[src/rtl/ps2_scancode_framer.sv]
// PS/2 device-to-host receiver: synchronises and deglitches the lines, deserialises
// 11-bit frames and strips E0/F0/E1 prefixes into single make/break events.
module ps2_scancode_framer #(
    parameter int FILTER_LEN     = 8,
    parameter int TIMEOUT_CYCLES = 20000
) (
    input  logic       clk,
    input  logic       rst,
    input  logic       ps2clk,
    input  logic       ps2data,
    output logic       scan_received,
    output logic [7:0] scan,
    output logic       extended,
    output logic       released,
    output logic       parity_error,
    output logic       frame_timeout
);

    typedef enum logic [1:0] {
        RX_IDLE,
        RX_DATA,
        RX_PARITY,
        RX_STOP
    } rx_state_t;

    localparam logic [7:0]  FILT_LAST = 8'(FILTER_LEN - 1);
    localparam logic [15:0] TOUT_LAST = 16'(TIMEOUT_CYCLES - 1);

    logic        clk_meta_q, clk_sync_q;
    logic        dat_meta_q, dat_sync_q;
    logic        filt_q, filt_d;
    logic [7:0]  fcnt_q, fcnt_d;
    logic        fe;

    rx_state_t   state_q, state_d;
    logic [2:0]  bitcnt_q, bitcnt_d;
    logic [7:0]  shift_q, shift_d;
    logic        par_q, par_d;
    logic [15:0] tcnt_q, tcnt_d;
    logic        byte_valid_q, byte_valid_d;
    logic [7:0]  byte_q, byte_d;
    logic        perr_q, perr_d;
    logic        tout_q, tout_d;

    logic        ext_pend_q, ext_pend_d;
    logic        rel_pend_q, rel_pend_d;
    logic [2:0]  skip_q, skip_d;
    logic [7:0]  scan_q, scan_d;
    logic        ext_q, ext_d;
    logic        rel_q, rel_d;
    logic        srx_q, srx_d;

    // Deglitcher: the filtered clock only follows the synchronised line after
    // FILTER_LEN consecutive samples disagree with it.
    always_comb begin
        filt_d = filt_q;
        fcnt_d = '0;
        if (clk_sync_q != filt_q) begin
            if (fcnt_q == FILT_LAST) begin
                filt_d = clk_sync_q;
            end else begin
                fcnt_d = fcnt_q + 8'd1;
            end
        end
    end

    assign fe = filt_q & ~filt_d;

    always_comb begin
        state_d      = state_q;
        bitcnt_d     = bitcnt_q;
        shift_d      = shift_q;
        par_d        = par_q;
        byte_d       = byte_q;
        byte_valid_d = 1'b0;
        perr_d       = 1'b0;
        tout_d       = 1'b0;
        tcnt_d       = tcnt_q + 16'd1;
        if (state_q == RX_IDLE || fe) begin
            tcnt_d = '0;
        end

        case (state_q)
            RX_IDLE: begin
                if (fe && !dat_sync_q) begin
                    state_d  = RX_DATA;
                    bitcnt_d = '0;
                end
            end
            RX_DATA: begin
                if (fe) begin
                    shift_d  = {dat_sync_q, shift_q[7:1]};
                    bitcnt_d = bitcnt_q + 3'd1;
                    if (bitcnt_q == 3'd7) begin
                        state_d = RX_PARITY;
                    end
                end
            end
            RX_PARITY: begin
                if (fe) begin
                    par_d   = dat_sync_q;
                    state_d = RX_STOP;
                end
            end
            RX_STOP: begin
                if (fe) begin
                    // Odd parity over data+parity and a high stop bit.
                    if ((^{shift_q, par_q}) && dat_sync_q) begin
                        byte_valid_d = 1'b1;
                        byte_d       = shift_q;
                    end else begin
                        perr_d = 1'b1;
                    end
                    state_d = RX_IDLE;
                end
            end
            default: state_d = RX_IDLE;
        endcase

        // An edge arriving on the deadline cycle keeps the frame alive.
        if (state_q != RX_IDLE && !fe && tcnt_q == TOUT_LAST) begin
            state_d = RX_IDLE;
            tout_d  = 1'b1;
        end
    end

    always_comb begin
        ext_pend_d = ext_pend_q;
        rel_pend_d = rel_pend_q;
        skip_d     = skip_q;
        scan_d     = scan_q;
        ext_d      = ext_q;
        rel_d      = rel_q;
        srx_d      = 1'b0;

        if (perr_q || tout_q) begin
            ext_pend_d = 1'b0;
            rel_pend_d = 1'b0;
            skip_d     = '0;
        end else if (byte_valid_q) begin
            if (skip_q != 3'd0) begin
                skip_d = skip_q - 3'd1;
            end else begin
                case (byte_q)
                    // Pause: E1 plus the seven bytes that follow are swallowed.
                    8'hE1: begin
                        skip_d     = 3'd7;
                        ext_pend_d = 1'b0;
                        rel_pend_d = 1'b0;
                    end
                    8'hE0: ext_pend_d = 1'b1;
                    8'hF0: rel_pend_d = 1'b1;
                    8'h00, 8'hFF, 8'hAA, 8'hFA, 8'hFE, 8'hEE: begin
                        ext_pend_d = 1'b0;
                        rel_pend_d = 1'b0;
                    end
                    default: begin
                        scan_d     = byte_q;
                        ext_d      = ext_pend_q;
                        rel_d      = rel_pend_q;
                        srx_d      = 1'b1;
                        ext_pend_d = 1'b0;
                        rel_pend_d = 1'b0;
                    end
                endcase
            end
        end
    end

    always_ff @(posedge clk or negedge rst) begin
        if (!rst) begin
            clk_meta_q   <= 1'b1;
            clk_sync_q   <= 1'b1;
            dat_meta_q   <= 1'b1;
            dat_sync_q   <= 1'b1;
            filt_q       <= 1'b1;
            fcnt_q       <= '0;
            state_q      <= RX_IDLE;
            bitcnt_q     <= '0;
            shift_q      <= '0;
            par_q        <= 1'b0;
            tcnt_q       <= '0;
            byte_valid_q <= 1'b0;
            byte_q       <= '0;
            perr_q       <= 1'b0;
            tout_q       <= 1'b0;
            ext_pend_q   <= 1'b0;
            rel_pend_q   <= 1'b0;
            skip_q       <= '0;
            scan_q       <= '0;
            ext_q        <= 1'b0;
            rel_q        <= 1'b0;
            srx_q        <= 1'b0;
        end else begin
            clk_meta_q   <= ps2clk;
            clk_sync_q   <= clk_meta_q;
            dat_meta_q   <= ps2data;
            dat_sync_q   <= dat_meta_q;
            filt_q       <= filt_d;
            fcnt_q       <= fcnt_d;
            state_q      <= state_d;
            bitcnt_q     <= bitcnt_d;
            shift_q      <= shift_d;
            par_q        <= par_d;
            tcnt_q       <= tcnt_d;
            byte_valid_q <= byte_valid_d;
            byte_q       <= byte_d;
            perr_q       <= perr_d;
            tout_q       <= tout_d;
            ext_pend_q   <= ext_pend_d;
            rel_pend_q   <= rel_pend_d;
            skip_q       <= skip_d;
            scan_q       <= scan_d;
            ext_q        <= ext_d;
            rel_q        <= rel_d;
            srx_q        <= srx_d;
        end
    end

    assign scan_received = srx_q;
    assign scan          = scan_q;
    assign extended      = ext_q;
    assign released      = rel_q;
    assign parity_error  = perr_q;
    assign frame_timeout = tout_q;

endmodule

[config.mk]
export PLATFORM = sky130hd
export DESIGN_NAME = ps2_scancode_framer
export DESIGN_NICKNAME = d
export VERILOG_FILES = /design/src/rtl/ps2_scancode_framer.sv
export SDC_FILE = /design/constraint.sdc
export NUM_CORES = 1
export LEC_CHECK = 0
export BUFFER_PORTS_ARGS = -buffer_cell sky130_fd_sc_hd__buf_2
export CAP_MARGIN = 0
export CORE_ASPECT_RATIO = 0.5
export CORE_MARGIN = 5
export CORE_UTILIZATION = 60
export DETAILED_ROUTE_END_ITERATION = 8
export PLACE_DENSITY = 0.83
export SLEW_MARGIN = 20
export SYNTH_ARGS = -nofsm -noshare
export SYNTH_HDL_FRONTEND = slang
export SYNTH_SLANG_ARGS = --single-unit
[constraint.sdc]
create_clock -name clk -period 2.45 [get_ports clk]
set_clock_uncertainty 0.05 [all_clocks]
set_input_delay 0.1225 -clock clk [delete_from_list [all_inputs] [get_ports clk]]
set_output_delay 0.1225 -clock clk [all_outputs]
set_load 0.005 [all_outputs]
==> out/qor.yml <==
status: "finished, final reports clean"
cts_resized: 0
layout-drive-gt1-share: 0.243
setup_viol: 0
tns_ns: 0
post-route-period-util: 0.894
start_kind: "register"
slew_violations: 0
synth_edf_count: 0
fmax_mhz: 457
drv_cap: 0
hold_viol: 0
fill_cells: 347
globalRouteTotalUtil: 0.184
cts_sinks: 70
io_buffers: 16
async_reset_ff_frac: 1.00
drt-pass1-iter-count: 4
vias: 2097
crit_type: "reg2reg"
syn_to_final_growth_pct: 12.5
die_w_um: 113
p_leak_nw: 1.79
drt-initial-drc-count: 110
dpl_cell_area_mm2: 0.00336
dp_hpwl_um: 3970
place.gp.congestion: 0.826
final_area_mm2: 0.00359
finalCriticalPeriod_ns: 2.19
grt_pass1_wl_um: 9740
yosys_warnings: 0
crit_fanout: 11
grt_max_degree: 43
root_buffer: "clkbuf_8"
met2_usage: 0.319
layout.nets: 311
clk_latency_ns: 0.34
wirelength_um: 5640
antenna_found_initial: 0
final_antenna_net_count: 0
seq_area_frac_synth: 0.550
first_global_vias: 2101
clk_pin_slew_ns: 0.07
required_ns: 2.63
post_cts_buffers: 0
worst_slew_pin_slew_ns: 0.674
power_density_mw_per_mm2: 733
syn_nets: 284
hold_class: "in2async"
cts_tree: "built"
start_util: 0.633
coreArea_mm2: 0.00504
dieArea_mm2: 0.00697
drc: 0
synth_cell_types: 42
h-tree-depth: 3
end_kind: "register"
wl_per_cell_um: 15.2
setup_ws_ns: 0.260
dieHeight_um: 61.6
boundaryPins: 17
cts_made_buffers: 9
ctsLongestPathBuffers: 2
avgSynthCellArea_um2: 11.9
maxSlewHeadroom: 0.546
synthCells: 269
synth_area_mm2: 0.00319
grt_busiest_layer: "met2"
vdd_drop_max_v: 0.000331
gr-total-overflow: 0
rsz0062_at_grt: "false"
place_ws_ns: 0.274
vias_per_cell: 5.67
crit_arrival_ns: 2.37
synth_flop_cell: "dfrtp_1"
met1_usage: 0.216
antenna_cells: 0
fin_hold_ws_ns: 0.295
rows: 18
met3_usage: 0.0599
ys_ff_latch: 70
-- synth_stat cells, types with 2 or more instances --
library cell	n	area [µm²]
a21oi_1	5	25.0
a22o_1	2	17.5
and2_1	2	12.5
and3_1	6	37.5
buf_2	2	10.0
clkbuf_1	2	7.51
dfrtp_1	65	1630
dfstp_2	5	131
ha_1	11	138
inv_1	10	37.5
mux2_2	30	338
nand2_1	12	45.0
nand3_1	11	55.1
nand4_1	8	50.1
nor2_1	32	120
nor3_1	5	25.0
nor4_1	7	43.8
o21ai_0	5	25.0
or2_2	2	12.5
xnor2_1	11	96.3
xor2_1	15	131
-- cell type report --
class	count	area, µm²	area share
clock buffer	10	138	0.0383
clock inverter	5	60.1	0.0167
inverter	10	37.5	0.0104
multi-input combinational	184	1370	0.382
sequential	70	1760	0.489
tap	70	87.6	0.0244
timing repair buffer	21	138	0.0383
-- worst max-delay path, cell delays in order, from the launching register on --
cell	delay [ns]
dfrtp_1	0.40
inv_1	0.09
ha_1	0.16
nor2b_1	0.24
nand2_1	0.13
nor3_1	0.19
o211a_1	0.44
mux2_2	0.39
-- state kept, by name, summed over array words and instances (netlist names), 2 cells and up --
signal	count
shift_q	8
fcnt_q	8
state_q	2
scan	8
tcnt_q	16
skip_q	3
byte_q	8
bitcnt_q	3
-- stage by stage --
stage	power [mW]	util	instances
6_report	2.63	0.712	370
5_1_grt	2.78	0.712	370
4_1_cts	2.66	0.712	370
3_5_place_dp	1.74	0.667	352
3_3_place_gp	1.70	0.667	352
2_1_floorplan	1.62	-	269
-- logic make-up (layout without fill, tap and decap cells) --
logic type | after synthesis | in the layout | share of synthesized area
multiplexers | 30 | 30 | 0.106
flip-flops | 70 | 70 | 0.550
AO/OA/AOI/OAI | 22 | 22 | 0.0458
XOR/XNOR | 28 | 28 | 0.0834
adder cells (fa/ha/maj) | 11 | 11 | 0.0431
AND/OR/NAND/NOR | 93 | 93 | 0.152
buffers and inverters | 15 | 46 | 0.0196
-- power breakdown --
part           internal, mW  total (mW)  switching, mW
Clock                 0.493       0.914          0.421
Combinational         0.151       0.407          0.256
Sequential             1.24        1.31         0.0761
-- routing by layer --
layer	vias to the layer above	share of wire	wire, µm
met5	-	0	0
met4	0	0.020	114
met3	16	0.054	306
met2	50	0.49	2740
met1	1037	0.44	2470
li1	994	-	-
-- path summary, 6_finish.rpt --
check / from / to / slack (ns) / depth (start not counted)
max in group asynchronous: rst / scan[5]$_DFFE_PN0P_ / 1.41 / 3
min in group clk: dat_meta_q$_DFF_PN1_ / dat_sync_q$_DFF_PN1_ / 0.31 / 0
worst min-delay path: rst / fcnt_q[0]$_DFF_PN0_ / 0.30 / 2
worst max register to register: skip_q[0]$_DFFE_PN0P_ / scan[6]$_DFFE_PN0P_ / 0.26 / 7
worst max-delay path: skip_q[0]$_DFFE_PN0P_ / scan[6]$_DFFE_PN0P_ / 0.26 / 7
worst min register to register: dat_meta_q$_DFF_PN1_ / dat_sync_q$_DFF_PN1_ / 0.31 / 0
-- cells in the final DEF (no fill, tap or decap), types with 6 or more instances in the layout --
master	instances
and3_1	6
buf_2	16
clkbuf_8	10
dfrtp_1	65
ha_1	11
inv_1	10
mux2_2	30
nand2_1	12
nand3_1	11
nand4_1	8
nor2_1	32
nor4_1	7
xnor2_1	11
xor2_1	15
-- repair_timing --
action,in CTS,in global routing
hold buffers,3,0
endpoints found under the setup margin,0,0
hold endpoints to repair,25,0
Power figures use the tool's default switching activity.
